$ cat src/rtl/branch_predict_cmp_if.sv
//------------------------------------------------------------------------------
// Module      : branch_predict_cmp_if
// Description : ID/IF-side signal bundle of the branch resolution unit.
// Revision    : 1.0 - initial release
//------------------------------------------------------------------------------
`default_nettype none

interface branch_predict_cmp_if #(
    parameter int DATA_W = 32,
    parameter int PC_W   = 32,
    parameter int CNT_W  = 32
);
    logic [PC_W-1:0]   if_pc;
    logic              pred_taken;
    logic              judge;
    logic              stall;
    logic [PC_W-1:0]   id_pc;
    logic              id_pred;
    logic [2:0]        cmp_op;
    logic [DATA_W-1:0] rs_data;
    logic [DATA_W-1:0] rt_data;
    logic [1:0]        npc_op;
    logic [CNT_W-1:0]  br_count;
    logic [CNT_W-1:0]  miss_count;

    modport master (
        output if_pc, judge, stall, id_pc, id_pred, cmp_op, rs_data, rt_data,
        input  pred_taken, npc_op, br_count, miss_count
    );

    modport slave (
        input  if_pc, judge, stall, id_pc, id_pred, cmp_op, rs_data, rt_data,
        output pred_taken, npc_op, br_count, miss_count
    );
endinterface

`default_nettype wire

$ cat src/rtl/branch_predict_cmp.sv
//------------------------------------------------------------------------------
// Module      : branch_predict_cmp
// Description : ID-stage branch resolution, NPC redirect select, 2-bit BHT
//               training and resolved/mispredict performance counters.
// Revision    : 1.0 - initial release
//------------------------------------------------------------------------------
`default_nettype none

module branch_predict_cmp #(
    parameter int DATA_W    = 32,
    parameter int PC_W      = 32,
    parameter int BHT_DEPTH = 16,
    parameter int CNT_W     = 32
) (
    input  logic                clk,
    input  logic                reset,
    branch_predict_cmp_if.slave bus
);

    localparam int         IDX_W       = $clog2(BHT_DEPTH);
    localparam logic [1:0] c_WEAK_NT   = 2'b01;
    localparam logic [1:0] c_SAT_HI    = 2'b11;
    localparam logic [1:0] c_SAT_LO    = 2'b00;
    localparam logic [1:0] c_NPC_NONE  = 2'b00;
    localparam logic [1:0] c_NPC_TGT   = 2'b01;
    localparam logic [1:0] c_NPC_FALL  = 2'b10;
    localparam logic [CNT_W-1:0] c_CNT_ONE = CNT_W'(1);

    logic [1:0]       bht_q [BHT_DEPTH];
    logic [1:0]       bht_d [BHT_DEPTH];
    logic [CNT_W-1:0] br_count_q;
    logic [CNT_W-1:0] br_count_d;
    logic [CNT_W-1:0] miss_count_q;
    logic [CNT_W-1:0] miss_count_d;

    logic [IDX_W-1:0] w_if_idx;
    logic [IDX_W-1:0] w_id_idx;
    logic             w_update;
    logic             w_cond;
    logic             w_rs_neg;
    logic             w_rs_zero;
    logic [1:0]       w_npc_raw;
    logic             w_unused_pc_bits;

    assign w_if_idx = bus.if_pc[IDX_W+1:2];
    assign w_id_idx = bus.id_pc[IDX_W+1:2];

    // Word-offset and upper PC bits do not take part in the table index.
    assign w_unused_pc_bits = ^{bus.if_pc[1:0], bus.if_pc[PC_W-1:IDX_W+2],
                                bus.id_pc[1:0], bus.id_pc[PC_W-1:IDX_W+2]};

    // Flops ignore D while reset is low, so reset only needs to gate npc_op.
    assign w_update  = bus.judge & ~bus.stall;
    assign w_rs_neg  = bus.rs_data[DATA_W-1];
    assign w_rs_zero = (bus.rs_data == '0);

    always_comb begin
        w_cond = 1'b0;
        case (bus.cmp_op)
            3'b000:  w_cond = (bus.rs_data == bus.rt_data);
            3'b001:  w_cond = (bus.rs_data != bus.rt_data);
            3'b010:  w_cond = w_rs_neg | w_rs_zero;
            3'b011:  w_cond = ~w_rs_neg & ~w_rs_zero;
            3'b100:  w_cond = w_rs_neg;
            3'b101:  w_cond = ~w_rs_neg;
            default: w_cond = 1'b0;
        endcase
    end

    always_comb begin
        w_npc_raw = c_NPC_NONE;
        if (w_update) begin
            if (w_cond && !bus.id_pred) begin
                w_npc_raw = c_NPC_TGT;
            end else if (!w_cond && bus.id_pred) begin
                w_npc_raw = c_NPC_FALL;
            end
        end
    end

    always_comb begin
        bht_d        = bht_q;
        br_count_d   = br_count_q;
        miss_count_d = miss_count_q;
        if (w_update) begin
            if (w_cond) begin
                if (bht_q[w_id_idx] != c_SAT_HI) begin
                    bht_d[w_id_idx] = bht_q[w_id_idx] + 2'b01;
                end
            end else if (bht_q[w_id_idx] != c_SAT_LO) begin
                bht_d[w_id_idx] = bht_q[w_id_idx] - 2'b01;
            end
            if (!(&br_count_q)) begin
                br_count_d = br_count_q + c_CNT_ONE;
            end
            if ((w_npc_raw != c_NPC_NONE) && !(&miss_count_q)) begin
                miss_count_d = miss_count_q + c_CNT_ONE;
            end
        end
    end

    always_ff @(posedge clk or negedge reset) begin
        if (!reset) begin
            for (int i = 0; i < BHT_DEPTH; i++) begin
                bht_q[i] <= c_WEAK_NT;
            end
            br_count_q   <= '0;
            miss_count_q <= '0;
        end else begin
            bht_q        <= bht_d;
            br_count_q   <= br_count_d;
            miss_count_q <= miss_count_d;
        end
    end

    // Lookup reads the registered table: a same-cycle update is not bypassed.
    assign bus.pred_taken = bht_q[w_if_idx][1];
    assign bus.npc_op     = reset ? w_npc_raw : c_NPC_NONE;
    assign bus.br_count   = br_count_q;
    assign bus.miss_count = miss_count_q;

endmodule

`default_nettype wire
$ cat src/flat_wrapper.sv
// flat-port wrapper written by rule: the top's interface ports become plain ports
module branch_predict_cmp_flat 
#(
    parameter int DATA_W    = 32,
    parameter int PC_W      = 32,
    parameter int BHT_DEPTH = 16,
    parameter int CNT_W     = 32
)
  (clk, reset, bus_if_pc, bus_judge, bus_stall, bus_id_pc, bus_id_pred, bus_cmp_op, bus_rs_data, bus_rt_data, bus_pred_taken, bus_npc_op, bus_br_count, bus_miss_count);
  branch_predict_cmp_if #(.DATA_W(DATA_W), .PC_W(PC_W), .CNT_W(CNT_W)) bus_i ();
  input  logic clk;
  input  logic reset;
  input wire logic [$bits(bus_i.if_pc)-1:0] bus_if_pc;
  input wire logic [$bits(bus_i.judge)-1:0] bus_judge;
  input wire logic [$bits(bus_i.stall)-1:0] bus_stall;
  input wire logic [$bits(bus_i.id_pc)-1:0] bus_id_pc;
  input wire logic [$bits(bus_i.id_pred)-1:0] bus_id_pred;
  input wire logic [$bits(bus_i.cmp_op)-1:0] bus_cmp_op;
  input wire logic [$bits(bus_i.rs_data)-1:0] bus_rs_data;
  input wire logic [$bits(bus_i.rt_data)-1:0] bus_rt_data;
  output wire logic [$bits(bus_i.pred_taken)-1:0] bus_pred_taken;
  output wire logic [$bits(bus_i.npc_op)-1:0] bus_npc_op;
  output wire logic [$bits(bus_i.br_count)-1:0] bus_br_count;
  output wire logic [$bits(bus_i.miss_count)-1:0] bus_miss_count;
  assign bus_i.if_pc = bus_if_pc;
  assign bus_i.judge = bus_judge;
  assign bus_i.stall = bus_stall;
  assign bus_i.id_pc = bus_id_pc;
  assign bus_i.id_pred = bus_id_pred;
  assign bus_i.cmp_op = bus_cmp_op;
  assign bus_i.rs_data = bus_rs_data;
  assign bus_i.rt_data = bus_rt_data;
  assign bus_pred_taken = bus_i.pred_taken;
  assign bus_npc_op = bus_i.npc_op;
  assign bus_br_count = bus_i.br_count;
  assign bus_miss_count = bus_i.miss_count;
  branch_predict_cmp #(.DATA_W(DATA_W), .PC_W(PC_W), .BHT_DEPTH(BHT_DEPTH), .CNT_W(CNT_W)) u_core (.clk(clk), .reset(reset), .bus(bus_i));
endmodule
$ cat config.mk
export PLATFORM = sky130hd
export DESIGN_NAME = branch_predict_cmp_flat
export DESIGN_NICKNAME = d
export VERILOG_FILES = /design/src/rtl/branch_predict_cmp_if.sv /design/src/rtl/branch_predict_cmp.sv /design/src/flat_wrapper.sv
export SDC_FILE = /design/constraint.sdc
export NUM_CORES = 1
export LEC_CHECK = 0
export BUFFER_PORTS_ARGS = -buffer_cell sky130_fd_sc_hd__buf_2
export CAP_MARGIN = 5
export CORE_MARGIN = 2
export CORE_UTILIZATION = 46
export CTS_BUF_LIST = sky130_fd_sc_hd__clkbuf_16
export CTS_CLUSTER_SIZE = 14
export DETAILED_ROUTE_END_ITERATION = 8
export PLACE_DENSITY = 0.78
export SLEW_MARGIN = 5
export SYNTH_ARGS = -nofsm -noshare
export SYNTH_HDL_FRONTEND = slang
export SYNTH_SLANG_ARGS = --single-unit
export TNS_END_PERCENT = 1
$ cat constraint.sdc
create_clock -name clk -period 2.6 [get_ports clk]
set_input_delay 0.13 -clock clk [delete_from_list [all_inputs] [get_ports clk]]
set_output_delay 0.13 -clock clk [all_outputs]
set_load 0.05 [all_outputs]
==> impl_metrics.toml <==
[detailed_routing]
drt-vias-per-instance = 5.72
dr_total_vias = 5214
drt_iter0_drc = 303
finalWirelength_um = 16400
routedWlPerCell_um = 18.0
drcViolationCount = 0
drt_pass1_iterations = 5
ant_nets = 0

[yosys]
syn_inst = 551
yosysSeqAreaShare = 0.420
synth_ff_type = "dfrtp_1"
yosysWarnings = 0
postSynthAreaPerCell_um2 = 10.5
synth-edff-count = 0
netlist_area_mm2 = 0.00577
synth.distinct_cells = 53
ys_ff_latch = 96
syn-num-nets = 691
synthArstFlopShare = 1.00

[timing]
finalHoldViolCount = 0
rsz0062_at_grt = "true"
min_period_ps = 2580
drv_slew = 0
timing.final.ws_setup_ps = 21.4
setup_violations = 0
max_clock_freq_ghz = 0.388
skew_ps = 12.7
worst_pin_slew_ps = 670
slew_headroom = 0.552
fin_crit_sh = 0.992

[clock_tree]
root_buffer = "clkbuf_16"
cts_buffers = 9
cts_sinks = 96
clockBufferDepth = 2
htree_levels = 3
cts_tree = "done"
clock_latency_ps = 350
path_clk_slew_ps = 70

[setup_path]
critical_path_class = "reg2reg"
worstPathBufferInverterCount = 1
cp_data_arrival_time_ps = 2860
end_kind = "register"
rrSetupSlack_ps = 20
cp_max_fo = 4
critical_path.most_common_cell = "mux4_2"
cp_slowest_cell = "mux4_2"
startpoint_type = "register"
reg2regPathDepth = 8
reg2reg_from = "u_core.bht_q[23]"
crit_chain = "mux4_2, mux4_2, ha_4, nor2_1, nand2_1, buf_4, a21oi_1, mux2_2"
crit_family = "multiplexers"
worst-endpoint-required_ps = 2880
critPathMaxStageDelay_ps = 530

[floorplan]
die_y_um = 116
rows = 40
core_mm2 = 0.0121
start_util = 0.476
io_pins = 203
die_area_mm2 = 0.0134
dieWidth_um = 116

[placed_design]
post-place-ws_ps = -354
io_buffers = 146
place_congestion = 0.965
dp_hpwl_um = 12200
dp_cells = 894

[global_routing]
met2_usage = 0.433
use_met3 = 0.0539
antenna_found_initial = 0
grt_pass1_vias = 5248
grt_pass1_wl_um = 25900
overflow = 0
grt_use_total = 0.249
gr-usage-met1 = 0.300
grt_start_max_net_pins = 45
grt-busiest-layer = "met2"

[layout]
fin_cells = 912
diodes = 0
syn_to_final_growth_pct = 30.2
fin_nets = 879
drive_gt1_frac = 0.422
nFillCells = 975

[status]
status = "complete, no violations"

[power_and_ir_drop]
power.leakage_nw = 3.34
vdd_drop_max_uv = 427
power_density_mw_per_mm2 = 610
power.total_mw = 4.58

[min_path]
hp-class = "in2async"

[job]
cap_violations = 0
## cell usage after synthesis, drive strengths merged, types with 14 or more instances
master / count / area (µm²)
nand2: 37 / 139
nand3: 26 / 130
dfrtp: 80 / 2000
o22ai: 16 / 100
nor3: 17 / 113
mux2: 20 / 229
dfstp: 16 / 420
mux4: 14 / 315
nand4: 21 / 131
a21oi: 17 / 85.1
xnor2: 73 / 639
nor2: 48 / 180
inv: 14 / 52.6
nor4: 15 / 149
xor2: 21 / 184
## power breakdown
group / switching (mW) / leakage [nW] / internal (mW) / total (mW)
combinational: 0.920 / 1.96 / 0.571 / 1.49
clock: 0.589 / 0.141 / 0.649 / 1.24
sequential: 0.155 / 1.24 / 1.70 / 1.85
total: 1.66 / 3.34 / 2.92 / 4.58
## area by class of cell
class                      instances  area [µm²]  share of cell area
multi-input combinational        418        3400               0.453
sequential                        96        2420               0.323
timing repair buffer             200        1150               0.153
clock buffer                       9         225              0.0300
tap                              168         210              0.0280
inverter                          14        52.6             0.00700
clock inverter                     7        45.0             0.00600
## how the worst max path moves through the flow
stage | startpoint | end | slack [ps] | depth (start not counted)
after floorplan | register | register | -10 | 11
after global placement | bus_rs_data[1] | register | -280 | 9
after detailed placement | bus_rs_data[1] | register | -350 | 9
after CTS | u_core.bht_q[23] | u_core.bht_q[1] | 7 | 9
after global routing | u_core.bht_q[23] | u_core.bht_q[7] | -50 | 8
final | u_core.bht_q[23] | register | 20 | 8
## per-stage QoR
stage          TNS, ps  utilization  hold WS [ps]  area, µm²
3_5_place_dp    -13120        0.578          68.5       7000
4_1_cts              0        0.602           251       7300
6_report             0        0.620           235       7510
3_3_place_gp     -9800        0.578          63.7       7000
5_1_grt           -462        0.620           272       7510
2_1_floorplan    -53.0            -          -166       5810
## cell families (layout without fill, tap and decap cells)
group | after synthesis | after routing | synth area share
flip-flops | 96 | 96 | 0.420
multiplexers | 37 | 37 | 0.102
XOR/XNOR | 94 | 94 | 0.143
buffers and inverters | 37 | 230 | 0.0308
AO/OA/AOI/OAI | 69 | 69 | 0.0846
adder cells (fa/ha/maj) | 4 | 4 | 0.00868
AND/OR/NAND/NOR | 214 | 214 | 0.211
## what timing repair did
item                                    in CTS  in global routing
endpoints found under the setup margin      11                 52
hold buffers                                 1                  0
gates resized for setup                      5                 47
pin swaps                                    0                  3
setup buffers                                0                  1
hold endpoints to repair                    22                  0
## layer usage
layer	share of wire	vias to the layer above
li1	-	2397
met1	0.40	2545
met2	0.50	235
met3	0.066	37
met4	0.032	0
met5	0	-
## cell usage in the layout, fill, tap and decap left out, types with 9 or more instances in the layout
master     Yosys  final
nand4_1       21     21
xor2_1        21     21
buf_2          1    145
mux2_4         1     10
a32o_1         9      9
nor2_1        48     47
dfstp_2       16     16
mux4_2        14     14
and4_1        13     13
a21oi_2        0     15
nand2_1       37     37
clkbuf_16      0      9
buf_4          4     51
o22ai_1       16     16
inv_1         14     13
nand3_1       26     26
nor3_1        14      9
xnor2_1       73     73
dfrtp_1       80     80
mux2_2        19     10
Note: power is estimated with default switching activity, not from simulation.
